[src/rtl/fetch_sequencer.sv]
// rtl/fetch_sequencer.sv - dual-issue fetch PC sequencer with back-pressure, redirect and end-of-program detection
module fetch_sequencer #(
    parameter int IMEM_BYTES = 1024,
    parameter int CNT_W      = 32
) (
    input  logic             clk,
    input  logic             reset,
    input  logic             start,
    input  logic [31:0]      total_instructions,
    input  logic             ready,
    input  logic             redirect_valid,
    input  logic [31:0]      redirect_pc,
    output logic [31:0]      fetch_addr,
    output logic [1:0]       slot_valid,
    output logic             out_valid,
    output logic             busy,
    output logic             done,
    output logic [CNT_W-1:0] issued_count
);

    typedef enum logic [1:0] {
        IDLE = 2'd0,
        RUN  = 2'd1,
        DONE = 2'd2
    } state_t;

    localparam logic [33:0] MAX_WORDS = 34'(IMEM_BYTES / 4);

    state_t           state, state_next;
    logic [31:0]      pc, pc_next;
    logic [33:0]      limit, limit_next;
    logic [CNT_W-1:0] cnt, cnt_next;

    logic [33:0]      pc_ext;
    logic             sv0, sv1;
    logic             accept;
    logic [1:0]       pop;
    logic [CNT_W:0]   cnt_sum;
    logic [CNT_W-1:0] cnt_sat;
    logic [33:0]      total_ext, clipped_words, start_limit;
    logic [31:0]      redirect_aligned;
    logic             redirect_in_range;

    always_comb begin
        pc_ext            = {2'b00, pc};
        sv0               = pc_ext < limit;
        sv1               = (pc_ext + 34'd4) < limit;
        accept            = (state == RUN) && (sv0 || sv1) && ready;
        pop               = {1'b0, sv0} + {1'b0, sv1};
        cnt_sum           = {1'b0, cnt} + (CNT_W+1)'(pop);
        cnt_sat           = cnt_sum[CNT_W] ? {CNT_W{1'b1}} : cnt_sum[CNT_W-1:0];
        total_ext         = {2'b00, total_instructions};
        clipped_words     = (total_ext < MAX_WORDS) ? total_ext : MAX_WORDS;
        start_limit       = clipped_words << 2;
        redirect_aligned  = redirect_pc & ~32'd3;
        redirect_in_range = {2'b00, redirect_aligned} < limit;
    end

    always_comb begin
        state_next = state;
        pc_next    = pc;
        limit_next = limit;
        cnt_next   = cnt;
        case (state)
            IDLE, DONE: begin
                if (start) begin
                    pc_next    = 32'd0;
                    cnt_next   = '0;
                    limit_next = start_limit;
                    state_next = (start_limit != 34'd0) ? RUN : DONE;
                end else if (state == DONE && redirect_valid) begin
                    pc_next    = redirect_aligned;
                    state_next = redirect_in_range ? RUN : DONE;
                end
            end
            RUN: begin
                if (accept) begin
                    pc_next    = pc + 32'd8;
                    cnt_next   = cnt_sat;
                    state_next = ((pc_ext + 34'd8) >= limit) ? DONE : RUN;
                end
                // Redirect overrides the sequential PC but the accepted group still counts.
                if (redirect_valid) begin
                    pc_next    = redirect_aligned;
                    state_next = redirect_in_range ? RUN : DONE;
                end
            end
            default: state_next = IDLE;
        endcase
    end

    always_ff @(posedge clk or posedge reset) begin
        if (reset) begin
            state <= IDLE;
            pc    <= 32'd0;
            limit <= 34'd0;
            cnt   <= '0;
        end else begin
            state <= state_next;
            pc    <= pc_next;
            limit <= limit_next;
            cnt   <= cnt_next;
        end
    end

    always_comb begin
        busy         = (state == RUN);
        done         = (state == DONE);
        fetch_addr   = busy ? pc : 32'd0;
        slot_valid   = busy ? {sv1, sv0} : 2'b00;
        out_valid    = |slot_valid;
        issued_count = cnt;
    end

endmodule

[config.mk]
export PLATFORM = sky130hd
export DESIGN_NAME = fetch_sequencer
export DESIGN_NICKNAME = d
export VERILOG_FILES = /design/src/rtl/fetch_sequencer.sv
export SDC_FILE = /design/constraint.sdc
export NUM_CORES = 1
export LEC_CHECK = 0
export ABC_AREA = 1
export CAP_MARGIN = 20
export CORE_MARGIN = 2
export CORE_UTILIZATION = 43
export DETAILED_ROUTE_END_ITERATION = 16
export HOLD_SLACK_MARGIN = 0.15
export PLACE_DENSITY = 0.74
export SLEW_MARGIN = 20
export SYNTH_ARGS = -nofsm -noshare
export SYNTH_HDL_FRONTEND = slang
export SYNTH_SLANG_ARGS = --single-unit
export TNS_END_PERCENT = 1
[constraint.sdc]
create_clock -name clk -period 5 [get_ports clk]
set_input_delay 0.5 -clock clk [delete_from_list [all_inputs] [get_ports clk]]
set_output_delay 0.5 -clock clk [all_outputs]
set_load 0.03 [all_outputs]
==> results of run 1 <==
[what timing repair did]
item                       CTS  global route
setup endpoints to repair    0            32
buffers inserted             0             5
gates resized for setup      0            23
[registers in the layout, summed over array words and instances (netlist names)]
signal and count:
issued_count 32, limit 32, pc 30, state 2
[metrics by stage]
step	worst slack [ns]	cells
after floorplan	0.745	1408
after global placement	0.236	1808
after detailed placement	0.189	1808
after CTS	0.162	1824
after global routing	-0.00896	1830
final	0.361	1830
[routing by layer]
layer / part of all wire, % / routed length, um
met2: 46 / 14100
met3: 6.7 / 2070
met4: 2.5 / 765
met5: 0 / 0
met1: 45 / 13800
[power groups by stage]
| stage | Sequential (uW) | Combinational, uW | Clock [uW] |
|---|---|---|---|
| 2_1_floorplan | 1090 | 2120 | 0 |
| 3_3_place_gp | 1100 | 3000 | 0 |
| 3_5_place_dp | 1100 | 3080 | 0 |
| 4_1_cts | 1080 | 3100 | 765 |
| 5_1_grt | 1120 | 3550 | 803 |
| 6_report | 1100 | 3160 | 759 |
[kinds of logic after synthesis]
logic type               Yosys count
AO/OA/AOI/OAI                    206
buffers and inverters            212
other                              1
flip-flops                        96
AND/OR/NAND/NOR                  713
adder cells (fa/ha/maj)          124
XOR/XNOR                          55
[path summary, 6_finish.rpt]
| path | from | endpoint |
|---|---|---|
| setup reg to reg | pc[3] | issued_count[7] |
| max in group asynchronous | reset | pc[11] |
| setup / recovery | pc[3] | issued_count[7] |
| min in group asynchronous | reset | issued_count[22] |
| hold / removal | pc[18] | pc[18] |
| hold reg to reg | pc[18] | pc[18] |
[area by class of cell]
class	instances	share of cell area, %
clock buffers	10	2.03
multi-input cells	1100	54.9
inverters	170	5.45
flip-flops and latches	96	20.5
diodes	1	0.0213
clock inverters	6	0.660
well taps	280	2.98
repair buffers	167	13.5
[worst max-delay path, cell delays in order, from the launching register on]
cell and delay (ns):
dfrtp_1 0.39, ha_2 0.20, nand2_2 0.11, nor3_4 0.24
inv_2 0.10, nor2_4 0.18, nand2_1 0.11, xor2_1 0.16
nand2_1 0.06, o21ai_0 0.08, ha_1 0.30, a21oi_1 0.16
nand2_1 0.07, nand2_1 0.06, nand3_1 0.13, a21oi_2 0.18
nand2_1 0.12, fa_2 0.37, inv_2 0.10, ha_4 0.16
nand3_4 0.11, nor4_4 0.23, inv_1 0.15, nor4_4 0.30
buf_4 0.25, o21ai_0 0.09, o21ai_0 0.12
[cell usage in the layout (no fill, tap or decap), drive strengths merged, types with 4 or more instances in the layout]
| cell type | n |
|---|---|
| xor2 | 52 |
| buf | 34 |
| nand4 | 56 |
| nand3 | 78 |
| ha | 123 |
| nor3 | 34 |
| dfrtp | 96 |
| nor2 | 203 |
| o21bai | 4 |
| o211ai | 4 |
| clkinv | 6 |
| o21ai | 115 |
| inv | 169 |
| clkbuf | 10 |
| clkdlybuf4s50 | 133 |
| nand2 | 328 |
| nor4 | 10 |
| a21oi | 66 |
==> qor.csv, run 1 <==
metric;value;unit
Reg power frac;21.9;%
CTS tree;done;
fin crit share;92.8;%
Detailed Place HPWL;23300;um
first-pass GRT wire length;48700;um
Starting Density;43.9;%
die area;23500;sq um
sequential cell area;2410;sq um
grt peak-use layer;met2;
Synth Cell Area;9600;sq um
Synth Area in Simple Gates;33.2;%
Psw;2570;uW
area share of fa/ha/maj cells after synthesis;16.2;%
hold_ws;0.551;ns
Rows;54;
clock sinks;96;
final hold violation count;0;
CP startpoint kind;flop;
CTS Buffer Depth;2;
main combinational cell family by area after synthesis;simple AND/OR/NAND/NOR gates;
worst reg-to-reg setup slack;0.36;ns
Most used DFF post-synth;dfrtp_1;
PD cells;427;nW/um^2
vias post-DR;10000;
post-route ant nets;0;
die height;153;um
outcome;finished, final reports clean;
Fillers;2143;
Post-route DRC;0;
Multi-input gate area;6450;sq um
Net Sw Frac;51.1;%
Synth area leaders;dfrtp_1, ha_1, nand2_1;
Mapped Avg Cell Area;6.82;sq um
Syn-to-layout area delta;22.4;%
I/O pin count;138;
mux cell area share after synthesis;0;%
CP arrival;4.91;ns
Worst Hold Depth;2;
initial antenna violation count;1;
register area share after synthesis;25.0;%
FMAX;216;MHz
Slew headroom;46.9;%
Hold-fix buffers, CTS;0;
internal power;2450;uW
worst-margin pin slew;0.797;ns
TritonCTS Buffers;9;
core area;21900;sq um
final worst path period need;4.64;ns
complex-gate fraction of the synthesized area;11.5;%
Critical Path RT;5.27;ns
pin count of the biggest net entering global routing;61;
GRT Total Usage;25.7;%
Slew Viols, Final;0;
fin util;53.7;%
hold crit path type;reg2reg;
Die X;153;um
Placed Area;11300;sq um
met3 usage;3.03;%
drt first pass iters;5;
xor/xnor share of the synthesized area;5.25;%
Final Net Count;1737;
maximum vdd ir drop;0.233;mV
Async S/R FF share, synth;100;%
met1 usage;35.9;%
cell count after synthesis;1407;
Synth Warn #;0;
Netlist cell types;48;
synth cell count leaders;nand2_1, nor2_1, inv_1;
share of layout cells above drive strength 1;7.88;%
iteration-0 DRC count of the detailed router;842;
wire length per cell;16.8;um
cell with the most instances after synthesis;nand2_1;
Yosys top cell by area;dfrtp_1;
Post-Route WL;30700;um
Seq cells post-synth;96;
port bufs;133;
Clk Latency, worst-skew pair;0.36;ns
Tot Pwr;5020;uW
Clk pin slew, worst setup/hold paths;0.08;ns
Finish-stage setup viols;0;
htree depth;3;
combinational group share of total power;63.0;%
root buf cell;clkbuf_16;
TNS Setup;0;ns
Setup CP Type;reg2reg;
Critical Path Sink Type;flop;
Post-Route Skew;0.0143;ns
M2 GR Usage;42.2;%
final instance area;11800;sq um
Static Leak;0.00553;uW
top-area cell type share of the netlist area;25.0;%
clock power share;15.1;%
RePlAce Congestion;0.931;
EDFF count, synth;0;
worst-path maximum fanout;9;
total gr overflow;0;
vias per cell;5.49;
reg2reg path depth;26;
max-cap viol count;0;
vias in the first global route;9303;
No activity file was read; power rests on OpenSTA's default activity.
==> run 2: changes to the inputs <==
--- a/config.mk
+++ b/config.mk
@@ -11,7 +11,7 @@
 export CORE_UTILIZATION = 43
 export DETAILED_ROUTE_END_ITERATION = 16
 export HOLD_SLACK_MARGIN = 0.15
-export PLACE_DENSITY = 0.74
+export PLACE_DENSITY = 0.62
 export SLEW_MARGIN = 20
 export SYNTH_ARGS = -nofsm -noshare
 export SYNTH_HDL_FRONTEND = slang
==> constraint.sdc (replaced) <==
create_clock -name clk -period 5 [get_ports clk]
set_input_delay 1 -clock clk [delete_from_list [all_inputs] [get_ports clk]]
set_output_delay 1 -clock clk [all_outputs]
set_load 0.03 [all_outputs]
==> qor.csv, run 2 (synthesized netlist as in run 1, its figures left out) <==
metric;value;unit;change
worst-path maximum fanout;5;;-4
Rows;54;;unchanged
I/O pin count;138;;unchanged
Slew headroom;47.6;%;+0.75 points
Clk pin slew, worst setup/hold paths;0.08;ns;about the same
diode count;0;;-1
CTS Buffer Depth;2;;unchanged
TritonCTS Buffers;9;;unchanged
final worst path period need;4.79;ns;+0.147 ns
CP max-delay cell;dfrtp_2;;
Post-Layout Cell Count;1838;;+0.44%
die height;153;um;unchanged
Reg power frac;21.4;%;-0.5 points
share of layout cells above drive strength 1;8.41;%;+0.53 points
post-route ant nets;0;;unchanged
core area;21900;sq um;unchanged
commonest cells after routing, fill and taps aside;nand2_1, nor2_1, inv_1;;
clock sinks;96;;unchanged
first-pass GRT wire length;49700;um;+2.0%
Psw;2600;uW;+1.4%
Finish-stage setup viols;0;;unchanged
port bufs;133;;unchanged
initial antenna violation count;0;;-1
Starting Density;43.9;%;unchanged
pin count of the biggest net entering global routing;75;;+23%
Critical Path Sink Type;flop;;
htree depth;3;;unchanged
vias post-DR;9966;;-0.75%
die area;23500;sq um;unchanged
Slew Viols, Final;0;;unchanged
outcome;finished, final reports clean;;
RePlAce Congestion;0.927;;-0.46%
max-cap viol count;0;;unchanged
total gr overflow;0;;unchanged
Fillers;2222;;+3.7%
Post-route DRC;0;;unchanged
commonest non-fill, non-tap cell in the layout;nand2_1;;
Critical Path RT;5.29;ns;+0.02 ns
PD cells;432;nW/um^2;+1.1%
CTS tree;done;;
Setup CP Type;reg2reg;;
iteration-0 DRC count of the detailed router;723;;-14%
Crit path largest cell delay;0.43;ns;+0.04 ns
Static Leak;0.00563;uW;+1.8%
Top delay family on crit path;simple AND/OR/NAND/NOR gates;;
GRT Total Usage;26.5;%;+0.77 points
Hold-fix buffers, CTS;0;;unchanged
Crit path top cell by count;nand2_1;;
Post-Place Cells;1816;;+0.44%
drt first pass iters;5;;unchanged
Syn-to-layout area delta;23.6;%;
final hold violation count;0;;unchanged
root buf cell;clkbuf_16;;
Post-Route WL;31600;um;+2.7%
CP startpoint kind;flop;;
Die X;153;um;unchanged
combinational group share of total power;62.5;%;-0.5 points
fin crit share;95.7;%;+2.9 points
Post-Route Skew;0.0147;ns;+0.000384 ns
vias in the first global route;9187;;-1.2%
clock power share;16.1;%;+1.0 points
internal power;2520;uW;+2.9%
vias per cell;5.42;;-1.2%
maximum vdd ir drop;0.271;mV;+17%
Final Net Count;1746;;+0.52%
hold_ws;0.542;ns;-0.00961 ns
FMAX;209;MHz;-3.1%
Clk Latency, worst-skew pair;0.37;ns;about the same
wire length per cell;17.2;um;+2.3%
WP buf/inv;8;;+4
Net Sw Frac;50.8;%;-0.38 points
CP arrival;5.08;ns;+0.17 ns
hold crit path type;reg2reg;;
worst-margin pin slew;0.784;ns;-0.0124 ns
Detailed Place HPWL;23900;um;+2.5%
run 2: changes by cell type in the layout (fill, tap and decap cells not counted), sizes merged:
cell           previous run  this run
buf                      34        43
bufinv                    1         2
clkdlybuf4s50           133       131
clkinv                    6         2
clkinvlp                  0         2
diode                     1         0
dlymetal6s2s              0         1
inv                     169       171
run 2: per-layer routing:
layer,GRT usage (%),routed length [um],vias to the layer above
met1,37.9,14500,4611
met3,2.61,1990,50
met5,0,0,-
met2,42.2,14300,364
met4,8.65,788,0
li1,-,-,4941
run 2: worst reg2reg max path, delay by kind of cell (launching register included):
family	cells	cell delay, ns
AO/OA/AOI/OAI	6	0.70
flip-flops	1	0.43
buffers and inverters	8	1.02
AND/OR/NAND/NOR	12	1.63
adder cells (fa/ha/maj)	4	0.92
run 2: repair_timing:
item                       4_1_cts  5_1_grt
resized for setup                0       30
setup endpoints to repair        0       33
buffers inserted                 0        4
run 2: worst paths after layout:
check                           slack [ns]                to        startpoint  depth (start not counted)
worst min-delay path                  0.54  issued_count[17]  issued_count[17]                          2
worst max-delay path                  0.21  issued_count[20]             pc[3]                         30
max in group asynchronous             3.02          limit[6]             reset                          4
min in group asynchronous             1.01  issued_count[20]             reset                          2
worst min register to register        0.54  issued_count[17]  issued_count[17]                          2
worst max register to register        0.21  issued_count[20]             pc[3]                         30
run 2: power by group through the flow:
| stage | combinational (uW) | clock (uW) | sequential, uW |
|---|---|---|---|
| 2_1_floorplan | 2120 | 0 | 1090 |
| 3_3_place_gp | 3070 | 0 | 1100 |
| 3_5_place_dp | 3130 | 0 | 1100 |
| 4_1_cts | 3140 | 832 | 1080 |
| 5_1_grt | 3590 | 866 | 1110 |
| 6_report | 3210 | 824 | 1100 |
run 2: metrics by stage:
step | cell area, sq um | TNS (ns) | utilization (%) | power [uW] | setup slack, ns
after floorplan | 9600 | 0 | - | 3200 | 0.745
after global placement | 11400 | 0 | 51.9 | 4170 | 0.183
after detailed placement | 11400 | 0 | 51.9 | 4230 | 0.114
after CTS | 11700 | 0 | 53.5 | 5060 | 0.0735
after global routing | 11900 | -0.831 | 54.2 | 5570 | -0.0631
final | 11900 | 0 | 54.2 | 5130 | 0.214
run 2: area by class of cell:
type                       count  area [sq um]  share of cell area, %
multi-input combinational   1100          6440                   54.3
sequential                    96          2410                   20.3
timing repair buffer         175          1680                   14.1
inverter                     170           641                   5.40
tap                          280           350                   2.95
clock buffer                  10           239                   2.01
clock inverter                 6          98.8                  0.833
timing repair inverter         1          7.51                 0.0633
==> run 3: changes to the inputs <==
--- a/config.mk
+++ b/config.mk
@@ -8,10 +8,10 @@
 export ABC_AREA = 1
 export CAP_MARGIN = 20
 export CORE_MARGIN = 2
-export CORE_UTILIZATION = 43
+export CORE_UTILIZATION = 52
 export DETAILED_ROUTE_END_ITERATION = 16
 export HOLD_SLACK_MARGIN = 0.15
-export PLACE_DENSITY = 0.62
+export PLACE_DENSITY = 0.74
 export SLEW_MARGIN = 20
 export SYNTH_ARGS = -nofsm -noshare
 export SYNTH_HDL_FRONTEND = slang
==> qor.csv, run 3 (synthesized netlist as in run 1, its figures left out) <==
metric;value;unit;change
Placed Area;11300;sq um;-0.80%
CP arrival;5.16;ns;+0.08 ns
Critical Path Sink Type;flop;;
final instance area;11800;sq um;-0.20%
final hold violation count;0;;unchanged
wire length per cell;17.0;um;-1.3%
Critical Path RT;5.30;ns;about the same
WP buf/inv;7;;-1
reg2reg end;issued_count[27];;
share of layout cells above drive strength 1;10.0;%;+1.6 points
final worst path period need;4.86;ns;+0.0709 ns
CP endpoint;issued_count[27];;
root buf cell;clkbuf_16;;
Clk pin slew, worst setup/hold paths;0.08;ns;about the same
CP max-delay cell;dfrtp_2;;
clock sinks;96;;unchanged
Static Leak;0.00559;uW;-0.72%
Psw;2620;uW;+0.49%
iteration-0 DRC count of the detailed router;1070;;+48%
Post-route DRC;0;;unchanged
worst reg-to-reg setup slack;0.14;ns;-0.07 ns
maximum vdd ir drop;0.362;mV;+34%
CTS Buffer Depth;2;;unchanged
Die X;140;um;-8.8%
crit path launch;pc[3];;
CTS tree;done;;
Starting Density;53.3;%;+9.4 points
Detailed Place HPWL;22700;um;-5.1%
reg2reg path depth;30;;unchanged
RR Startpoint;pc[3];;
CP startpoint kind;flop;;
I/O pin count;138;;unchanged
Slew headroom;42.7;%;-5.0 points
commonest non-fill, non-tap cell in the layout;nand2_1;;
Clk Latency, worst-skew pair;0.37;ns;about the same
die area;19600;sq um;-17%
FMAX;206;MHz;-1.5%
clock power share;13.7;%;-2.4 points
Syn-to-layout area delta;23.4;%;
hold crit path type;reg2reg;;
first-pass GRT wire length;48200;um;-3.1%
Reg power frac;21.8;%;+0.4 points
RePlAce Congestion;0.981;;+5.9%
TritonCTS Buffers;9;;unchanged
die height;140;um;-8.8%
port bufs;133;;unchanged
Tot Pwr;5050;uW;-1.4%
Levels on crit path;30;;unchanged
commonest cells after routing, fill and taps aside;nand2_1, nor2_1, inv_1;;
Slew Viols, Final;0;;unchanged
GRT Total Usage;30.6;%;+4.1 points
Setup CP Type;reg2reg;;
max-cap viol count;0;;unchanged
fin crit share;97.1;%;+1.4 points
outcome;finished, final reports clean;;
Rows;49;;-9.3%
Post-Route WL;30400;um;-3.7%
vias post-DR;10200;;+2.6%
pin count of the biggest net entering global routing;67;;-11%
worst-path maximum fanout;6;;+1
Top delay family on crit path;simple AND/OR/NAND/NOR gates;;
Fillers;1686;;-24%
post-route ant nets;0;;unchanged
combinational group share of total power;64.5;%;+2.0 points
vias per cell;5.70;;+5.2%
hold_ws;0.556;ns;+0.0142 ns
initial antenna violation count;0;;unchanged
diode count;0;;unchanged
Finish-stage setup viols;0;;unchanged
PD cells;427;nW/um^2;-1.2%
worst-margin pin slew;0.860;ns;+0.0761 ns
internal power;2440;uW;-3.3%
Worst Hold Depth;2;;unchanged
core area;18000;sq um;-18%
vias in the first global route;9391;;+2.2%
drt first pass iters;5;;unchanged
Post-Route Skew;0.0143;ns;-0.000372 ns
Net Sw Frac;51.7;%;+0.97 points
Final Net Count;1752;;+0.34%
Crit path largest cell delay;0.42;ns;about the same
htree depth;3;;unchanged
total gr overflow;0;;unchanged
==> run 3: changes by cell type in the layout (fill, tap and decap cells not counted), sizes merged <==
cell           delta
buf               +5
bufinv            -2
clkdlybuf4s50     +2
clkinvlp          +3
dlymetal6s2s      -1
inv               -1
==> run 3: metrics by stage <==
stage	utilization [%]	cells	setup slack, ns	TNS, ns
after CTS	64.1	1777	0.0482	0
after detailed placement	62.5	1761	-0.00914	-0.00914
after global routing	65.7	1793	-0.0908	-1.13
final	65.7	1793	0.143	0
after global placement	62.5	1761	0.148	0
after floorplan	-	1408	0.745	0
==> run 3: tightest hold or removal path, stage by stage, from the launching register on <==
cell	delay, ns
dfrtp_2	0.42
nand2_1	0.06
nand2_1	0.05
==> run 3: worst min-delay path by stage <==
stage	start	to
6_report	pc[11]	pc[11]
4_1_cts	limit[13]	limit[13]
3_3_place_gp	pc[12]	pc[12]
2_1_floorplan	pc[12]	pc[12]
3_5_place_dp	limit[13]	limit[13]
5_1_grt	pc[11]	pc[11]
==> run 3: layout make-up <==
type | count | area (sq um) | area share, %
clock inverters | 6 | 52.6 | 0.444
clock buffers | 10 | 229 | 1.93
repair inverters | 1 | 7.51 | 0.0634
repair buffers | 181 | 1690 | 14.3
well taps | 229 | 287 | 2.42
multi-input cells | 1100 | 6520 | 55.0
flip-flops and latches | 96 | 2420 | 20.4
inverters | 170 | 641 | 5.41
==> run 3: metal layers <==
layer	up-vias	global-route usage (%)	wire length (um)	part of all wire [%]
met1	4796	41.6	13300	44
met2	422	49.5	14100	46
li1	4952	-	-	-
met4	0	9.89	700	2.3
met5	-	0	0	0
met3	57	5.33	2340	7.7
==> run 3: power by group through the flow <==
stage | Sequential (uW) | Combinational (uW) | Clock, uW
final | 1100 | 3260 | 694
after global routing | 1110 | 3610 | 725
after CTS | 1080 | 3110 | 700
after detailed placement | 1090 | 3090 | 0
after global placement | 1090 | 3010 | 0
after floorplan | 1090 | 2120 | 0
==> run 3: what timing repair did <==
item	4_1_cts	5_1_grt
gates cloned	0	1
endpoints found under the setup margin	1	34
setup buffers	0	15
pin swaps	0	12
gates resized for setup	1	48
hold buffers	0	0
